**config.mk**
```make
export PLATFORM = sky130hd
export DESIGN_NAME = sim_halt_monitor
export DESIGN_NICKNAME = d
export VERILOG_FILES = /design/src/rtl/sim_halt_monitor.sv
export SDC_FILE = /design/constraint.sdc
export NUM_CORES = 1
export LEC_CHECK = 0
export CELL_PAD_IN_SITES_DETAIL_PLACEMENT = 0
export CELL_PAD_IN_SITES_GLOBAL_PLACEMENT = 1
export CORE_MARGIN = 4
export CORE_UTILIZATION = 36
export DETAILED_ROUTE_END_ITERATION = 12
export GPL_TIMING_DRIVEN = 1
export PLACE_DENSITY = 0.89
export SETUP_SLACK_MARGIN = 0.2
export SYNTH_ARGS = -nofsm -noshare
export SYNTH_HDL_FRONTEND = slang
export SYNTH_SLANG_ARGS = --single-unit
```
**constraint.sdc**
```tcl
create_clock -name clk -period 7.2 [get_ports clk]
set_input_delay 1.44 -clock clk [delete_from_list [all_inputs] [get_ports clk]]
set_output_delay 1.44 -clock clk [all_outputs]
set_load 0.01 [all_outputs]
```
**src/rtl/sim_halt_monitor.sv**
```systemverilog
// sim_halt_monitor
// Run-control monitor for the single-cycle CPU simulation top.
//
// The monitor watches the retire stream for a stop condition:
//   - instruction limit
//   - PC match
//   - ecall / ebreak
//   - external request
//   - self-loop (optional)
//
// Once a stop condition fires it freezes the core, then walks the register
// file through the reg_sel/reg_data debug port. Each register value is
// streamed out as one valid/ready beat.
//
// Optional feature: define HALT_MON_STUCK_EN to compile the self-loop
// detector (cause 5). Without it, no stuck logic exists and cause 5 never
// appears.
module sim_halt_monitor #(
  parameter int              XLEN        = 32,
  parameter int              NREG        = 32,
  parameter int              CNT_W       = 32,
  parameter int unsigned     STOP_INSTR  = 200,
  parameter logic [XLEN-1:0] STOP_PC     = 32'hFFFF_FFFF,
  parameter int              STUCK_LIMIT = 8
) (
  input  logic             clk,
  input  logic             rstn,
  input  logic             retire_valid,
  input  logic [XLEN-1:0]  retire_pc,
  input  logic [31:0]      retire_instr,
  input  logic             stop_req,
  output logic             halt,
  output logic [4:0]       reg_sel,
  input  logic [XLEN-1:0]  reg_data,
  output logic             dump_valid,
  input  logic             dump_ready,
  output logic [4:0]       dump_idx,
  output logic [XLEN-1:0]  dump_data,
  output logic             done,
  output logic [2:0]       cause,
  output logic [CNT_W-1:0] instr_count,
  output logic [CNT_W-1:0] cycle_count
);

  localparam logic [31:0]      ECALL_ENC  = 32'h0000_0073;
  localparam logic [31:0]      EBREAK_ENC = 32'h0010_0073;
  localparam logic [XLEN-1:0]  PC_OFF     = {XLEN{1'b1}};
  localparam logic [4:0]       LAST_IDX   = 5'(NREG - 1);
  localparam logic [CNT_W:0]   STOP_CNT   = (CNT_W+1)'(STOP_INSTR);

  localparam logic [2:0] C_NONE   = 3'd0;
  localparam logic [2:0] C_LIMIT  = 3'd1;
  localparam logic [2:0] C_PC     = 3'd2;
  localparam logic [2:0] C_ECALL  = 3'd3;
  localparam logic [2:0] C_EBREAK = 3'd4;
  localparam logic [2:0] C_STUCK  = 3'd5;
  localparam logic [2:0] C_EXT    = 3'd6;

  typedef enum logic [1:0] {
    S_RUN  = 2'd0,
    S_STOP = 2'd1,
    S_DUMP = 2'd2,
    S_DONE = 2'd3
  } state_t;

  state_t            r_state;
  state_t            w_state_nxt;
  logic [2:0]        w_trig_cause;

  logic              r_halt;
  logic [2:0]        r_cause;
  logic [CNT_W-1:0]  r_instr_count;
  logic [CNT_W-1:0]  r_cycle_count;

  logic [4:0]        r_reg_sel;
  logic              r_dump_valid;
  logic [4:0]        r_dump_idx;
  logic [XLEN-1:0]   r_dump_data;
  logic              r_issued_all;
  logic              r_done;

  logic [CNT_W:0]    w_instr_inc;
  logic              w_hit_limit;
  logic              w_hit_pc;
  logic              w_hit_ecall;
  logic              w_hit_ebreak;
  logic              w_hit_stuck;
  logic              w_slot_free;
  logic              w_take;

  // The count including this retire is compared one bit wider, so a
  // saturated counter cannot alias back onto the limit.
  assign w_instr_inc  = {1'b0, r_instr_count} + 1'b1;

  assign w_hit_limit  = retire_valid && (STOP_INSTR != 0) && (w_instr_inc == STOP_CNT);
  assign w_hit_pc     = retire_valid && (STOP_PC != PC_OFF) && (retire_pc == STOP_PC);
  assign w_hit_ecall  = retire_valid && (retire_instr == ECALL_ENC);
  assign w_hit_ebreak = retire_valid && (retire_instr == EBREAK_ENC);

`ifdef HALT_MON_STUCK_EN
  localparam int STK_W = $clog2(STUCK_LIMIT + 1) + 1;

  logic [XLEN-1:0]  r_last_pc;
  logic [STK_W-1:0] r_stuck_cnt;
  logic             r_pc_seen;
  logic [STK_W-1:0] w_stuck_nxt;

  // The run length including the current retire.
  // It restarts at 1 whenever the PC changes.
  always_comb begin
    w_stuck_nxt = STK_W'(1);
    if (r_pc_seen && (retire_pc == r_last_pc)) begin
      w_stuck_nxt = (r_stuck_cnt == {STK_W{1'b1}}) ? r_stuck_cnt : r_stuck_cnt + 1'b1;
    end
  end

  assign w_hit_stuck = retire_valid && (w_stuck_nxt == STK_W'(STUCK_LIMIT));

  // Track the last retired PC and its repeat count.
  // Only retire cycles in RUN move the tracker.
  always_ff @(posedge clk or negedge rstn) begin
    if (!rstn) begin
      r_last_pc   <= '0;
      r_stuck_cnt <= '0;
      r_pc_seen   <= 1'b0;
    end else if ((r_state == S_RUN) && retire_valid) begin
      r_last_pc   <= retire_pc;
      r_stuck_cnt <= w_stuck_nxt;
      r_pc_seen   <= 1'b1;
    end
  end
`else
  // Self-loop detection is not built; this cause never fires.
  assign w_hit_stuck = 1'b0 & (STUCK_LIMIT != 0);
`endif

  assign w_slot_free = !r_dump_valid || dump_ready;
  assign w_take      = r_dump_valid && dump_ready;

  // State register.
  always_ff @(posedge clk or negedge rstn) begin
    if (!rstn) begin
      r_state <= S_RUN;
    end else begin
      r_state <= w_state_nxt;
    end
  end

  // Next state and prioritised stop cause.
  // Only one cause is ever produced.
  always_comb begin
    w_state_nxt  = r_state;
    w_trig_cause = C_NONE;
    case (r_state)
      S_RUN: begin
        if (w_hit_ecall)       w_trig_cause = C_ECALL;
        else if (w_hit_ebreak) w_trig_cause = C_EBREAK;
        else if (w_hit_pc)     w_trig_cause = C_PC;
        else if (w_hit_stuck)  w_trig_cause = C_STUCK;
        else if (w_hit_limit)  w_trig_cause = C_LIMIT;
        else if (stop_req)     w_trig_cause = C_EXT;
        if (w_trig_cause != C_NONE) w_state_nxt = S_STOP;
      end
      S_STOP: w_state_nxt = S_DUMP;
      S_DUMP: begin
        if (w_take && (r_dump_idx == LAST_IDX)) w_state_nxt = S_DONE;
      end
      S_DONE: w_state_nxt = S_DONE;
      default: w_state_nxt = S_RUN;
    endcase
  end

  // Saturating instruction and cycle counters.
  // They advance only while running.
  always_ff @(posedge clk or negedge rstn) begin
    if (!rstn) begin
      r_instr_count <= '0;
      r_cycle_count <= '0;
    end else if (r_state == S_RUN) begin
      if (r_cycle_count != {CNT_W{1'b1}}) r_cycle_count <= r_cycle_count + 1'b1;
      if (retire_valid && (r_instr_count != {CNT_W{1'b1}})) r_instr_count <= r_instr_count + 1'b1;
    end
  end

  // Latch halt and the winning cause on the trigger cycle.
  // Both hold until reset.
  always_ff @(posedge clk or negedge rstn) begin
    if (!rstn) begin
      r_halt  <= 1'b0;
      r_cause <= C_NONE;
    end else if ((r_state == S_RUN) && (w_trig_cause != C_NONE)) begin
      r_halt  <= 1'b1;
      r_cause <= w_trig_cause;
    end
  end

  // Register-file walk through a one-entry output slot.
  // A new beat loads whenever the slot is empty or is being drained.
  always_ff @(posedge clk or negedge rstn) begin
    if (!rstn) begin
      r_reg_sel    <= '0;
      r_dump_valid <= 1'b0;
      r_dump_idx   <= '0;
      r_dump_data  <= '0;
      r_issued_all <= 1'b0;
      r_done       <= 1'b0;
    end else begin
      case (r_state)
        S_STOP: begin
          r_reg_sel    <= '0;
          r_issued_all <= 1'b0;
        end
        S_DUMP: begin
          if (w_slot_free && !r_issued_all) begin
            r_dump_valid <= 1'b1;
            r_dump_idx   <= r_reg_sel;
            r_dump_data  <= (r_reg_sel == 5'd0) ? '0 : reg_data;
            if (r_reg_sel == LAST_IDX) r_issued_all <= 1'b1;
            else                       r_reg_sel    <= r_reg_sel + 1'b1;
          end else if (w_take) begin
            r_dump_valid <= 1'b0;
          end
          if (w_take && (r_dump_idx == LAST_IDX)) r_done <= 1'b1;
        end
        default: ;
      endcase
    end
  end

  assign halt        = r_halt;
  assign cause       = r_cause;
  assign instr_count = r_instr_count;
  assign cycle_count = r_cycle_count;
  assign reg_sel     = r_reg_sel;
  assign dump_valid  = r_dump_valid;
  assign dump_idx    = r_dump_idx;
  assign dump_data   = r_dump_data;
  assign done        = r_done;

endmodule

```
==> out/qor.yml <==
status: "finished clean"
final_antenna_net_count: 0
final_layout_size_suffix_gt1_share_pct: 7.280
yosys-top-cells-area: "dfrtp_1 (49%), nand2_1 (7.7%), xnor2_1 (6.4%)"
holdWs_ns: 0.4757
port_buffers: 180
rsz0062_at_grt: "no"
p_total_mw: 2.411
cts_max_path_buffers: 2
drc_errors: 0
ys.flop_type: "dfrtp_1"
utilization_pct: 52.65
setup_viol: 0
fp.dieH_um: 135.5
dp_slack_ns: 3.369
yosys.area.top_type: "dfrtp_1"
place.detailed.hpwl_um: 10960
dieWidth_um: 135.5
synthDistinctLibCells: 56
cts_resized: 0
wl_per_cell_um: 15.10
cp-startpoint: "retire_valid"
cts_made_buffers: 17
netlist_area_um2: 5853
r2r_setup_slack_ns: 3.85
crit_type: "input port to register"
grt_pass1_vias: 4738
maxSlewViolCount: 0
synthArstFlopShare_pct: 100.0
synth_edf_count: 0
place_inst: 967
syn_to_final_growth_pct: 42.90
syn_avg_cell_area_um2: 9.788
clk_latency_ns: 0.42
worst_slew_pin_slew_ns: 0.9299
ios: 213
power.leakage_nw: 3.606
path_cells: "clkdlybuf4s50_1 > nand2_1 > o21bai_1 > buf_4 > nor4_1 > nand3_1 > xnor2_1"
root_buffer: "clkbuf_16"
netlist_top_cells_count: "nand2_1 (120), dfrtp_1 (115), xnor2_1 (43)"
vias_per_cell: 4.884
num_vias: 4879
slew_headroom_pct: 38.01
max-vdd-ir-drop_mv: 0.1757
cts.sink_count: 115
gp_congestion: 0.8157
dieArea_um2: 18360
final_area_um2: 8364
fin_tns_setup_ns: 0
hp-class: "register to register"
nNetsFinal: 876
fin_cells: 999
final-hold-violation-count: 0
cts_tree: "built"
reg2reg_from: "instr_count[0]$_DFFE_PN0P_"
grt_pass1_wl_um: 24670
endpoint_kind: "register"
yosysMostFrequentCell: "nand2_1"
ys_seq_area_share_pct: 49.17
period_needed_ns: 3.388
max_freq_mhz: 295.1
crit_buf_inv: 2
crit_fanout: 7
htree_levels: 4
grt.total_usage_pct: 16.84
cap_violations: 0
cellPowerDensity_nw_per_um2: 288.2
fin_skew_ns: 0.01042
fin_ws_ns: 3.812
clkTransAtPathRegs_ns: 0.05
cts_setup_buffers: 0
ys_seq_elements: 115
initial_utilization_pct: 36.85
rr_endpoint: "cause[1]$_DFFE_PN0P_"
fp.coreArea_um2: 15890
drt-initial-drc-count: 156
syn-num-nets: 704
cts_hold_buf: 0
path_depth: 7
ys_warn_count: 0
num_antenna_cells: 0
crit_required_ns: 7.49
antenna_found_initial: 0
setup.worst_path.end: "instr_count[23]$_DFFE_PN0P_"
placed_cell_area_um2: 7719
critPathArrivalTime_ns: 3.67
slowest_stage: "nor4_1"
reg2reg_depth: 9
critPathLaunchType: "input port"
drtPass1Iterations: 4
finalCritPeriodShare_pct: 47.06
row_count: 46
syn_inst: 598
routed_wl_um: 15090
slowest_delay_ns: 0.69
worst_path_dominant_cell_family: "simple AND/OR/NAND/NOR gates"
grt_max_degree: 73
yosysTopAreaCellShare_pct: 49.17
grt_overflow: 0
[placed cells by master (no fill, tap or decap), drive strengths merged, types with 3 or more instances in the layout]
| master | netlist | layout |
|---|---|---|
| a21oi | 6 | 6 |
| and2 | 3 | 3 |
| and3 | 12 | 12 |
| and4 | 6 | 6 |
| buf | 10 | 6 |
| bufinv | 0 | 4 |
| clkbuf | 20 | 21 |
| clkdlybuf4s50 | 0 | 179 |
| clkinvlp | 0 | 5 |
| dfrtp | 115 | 115 |
| ha | 5 | 5 |
| inv | 13 | 14 |
| nand2 | 120 | 120 |
| nand3 | 36 | 36 |
| nand4 | 32 | 32 |
| nor2 | 27 | 27 |
| nor2b | 4 | 4 |
| nor3 | 12 | 12 |
| nor3b | 7 | 7 |
| nor4 | 12 | 12 |
| o211ai | 5 | 5 |
| o21a | 3 | 3 |
| o21ai | 41 | 41 |
| o31ai | 4 | 4 |
| or4 | 4 | 4 |
| xnor2 | 43 | 43 |
| xor2 | 29 | 29 |
[power by group]
part           total (mW)  internal, mW  leakage (nW)  switching, mW
registers           0.873         0.779          1.50         0.0945
logic               0.628         0.333          1.81          0.295
clock network       0.909         0.608         0.298          0.301
[layer usage]
metal  share of wire, %  GRT usage, %
met5                  0             0
met4                1.9         6.551
met3                6.8         5.423
met2                 45         25.19
met1                 46         22.76
[cell families after synthesis]
logic type      synth area share, %
simple gates                  25.91
flops                         49.17
fa+ha+maj                     1.069
compound gates                7.396
xor+xnor                      10.77
buf+inv                       5.152
mux                          0.5344
[flip-flops by register name (all words and copies together) (netlist names)]
register and count:
cycle_count 32, dump_data 32, instr_count 32, dump_idx 5
reg_sel 5, cause 3, r_state 2, done 1
dump_valid 1, halt 1, r_issued_all 1
[tightest hold or removal path: stages (launching register included)]
cell and delay (ns):
dfrtp_1 0.33, nand2_1 0.04, o21ai_0 0.06
[worst min-delay path by stage]
stage	start	end	slack (ns)	depth (start not counted)
after floorplan	r_issued_all$_DFFE_PN0P_	r_issued_all$_DFFE_PN0P_	0.46	2
after global placement	dump_data[7]$_DFFE_PN0P_	dump_data[7]$_DFFE_PN0P_	0.46	2
after detailed placement	dump_data[4]$_DFFE_PN0P_	dump_data[4]$_DFFE_PN0P_	0.47	2
after CTS	dump_data[4]$_DFFE_PN0P_	dump_data[4]$_DFFE_PN0P_	0.48	2
after global routing	dump_data[18]$_DFFE_PN0P_	dump_data[18]$_DFFE_PN0P_	0.50	2
final	dump_data[20]$_DFFE_PN0P_	dump_data[20]$_DFFE_PN0P_	0.48	2
[final cells by class]
cell class / count / area, µm²
Clock buffer: 21 / 470.5
Clock inverter: 11 / 175.2
Fill cell: 1497 / 7521
Inverter: 13 / 48.80
Multi-Input combinational cell: 438 / 2685
Sequential cell: 115 / 2878
Tap cell: 216 / 270.3
Timing Repair Buffer: 185 / 1837
No activity file was read; power rests on OpenSTA's default activity.
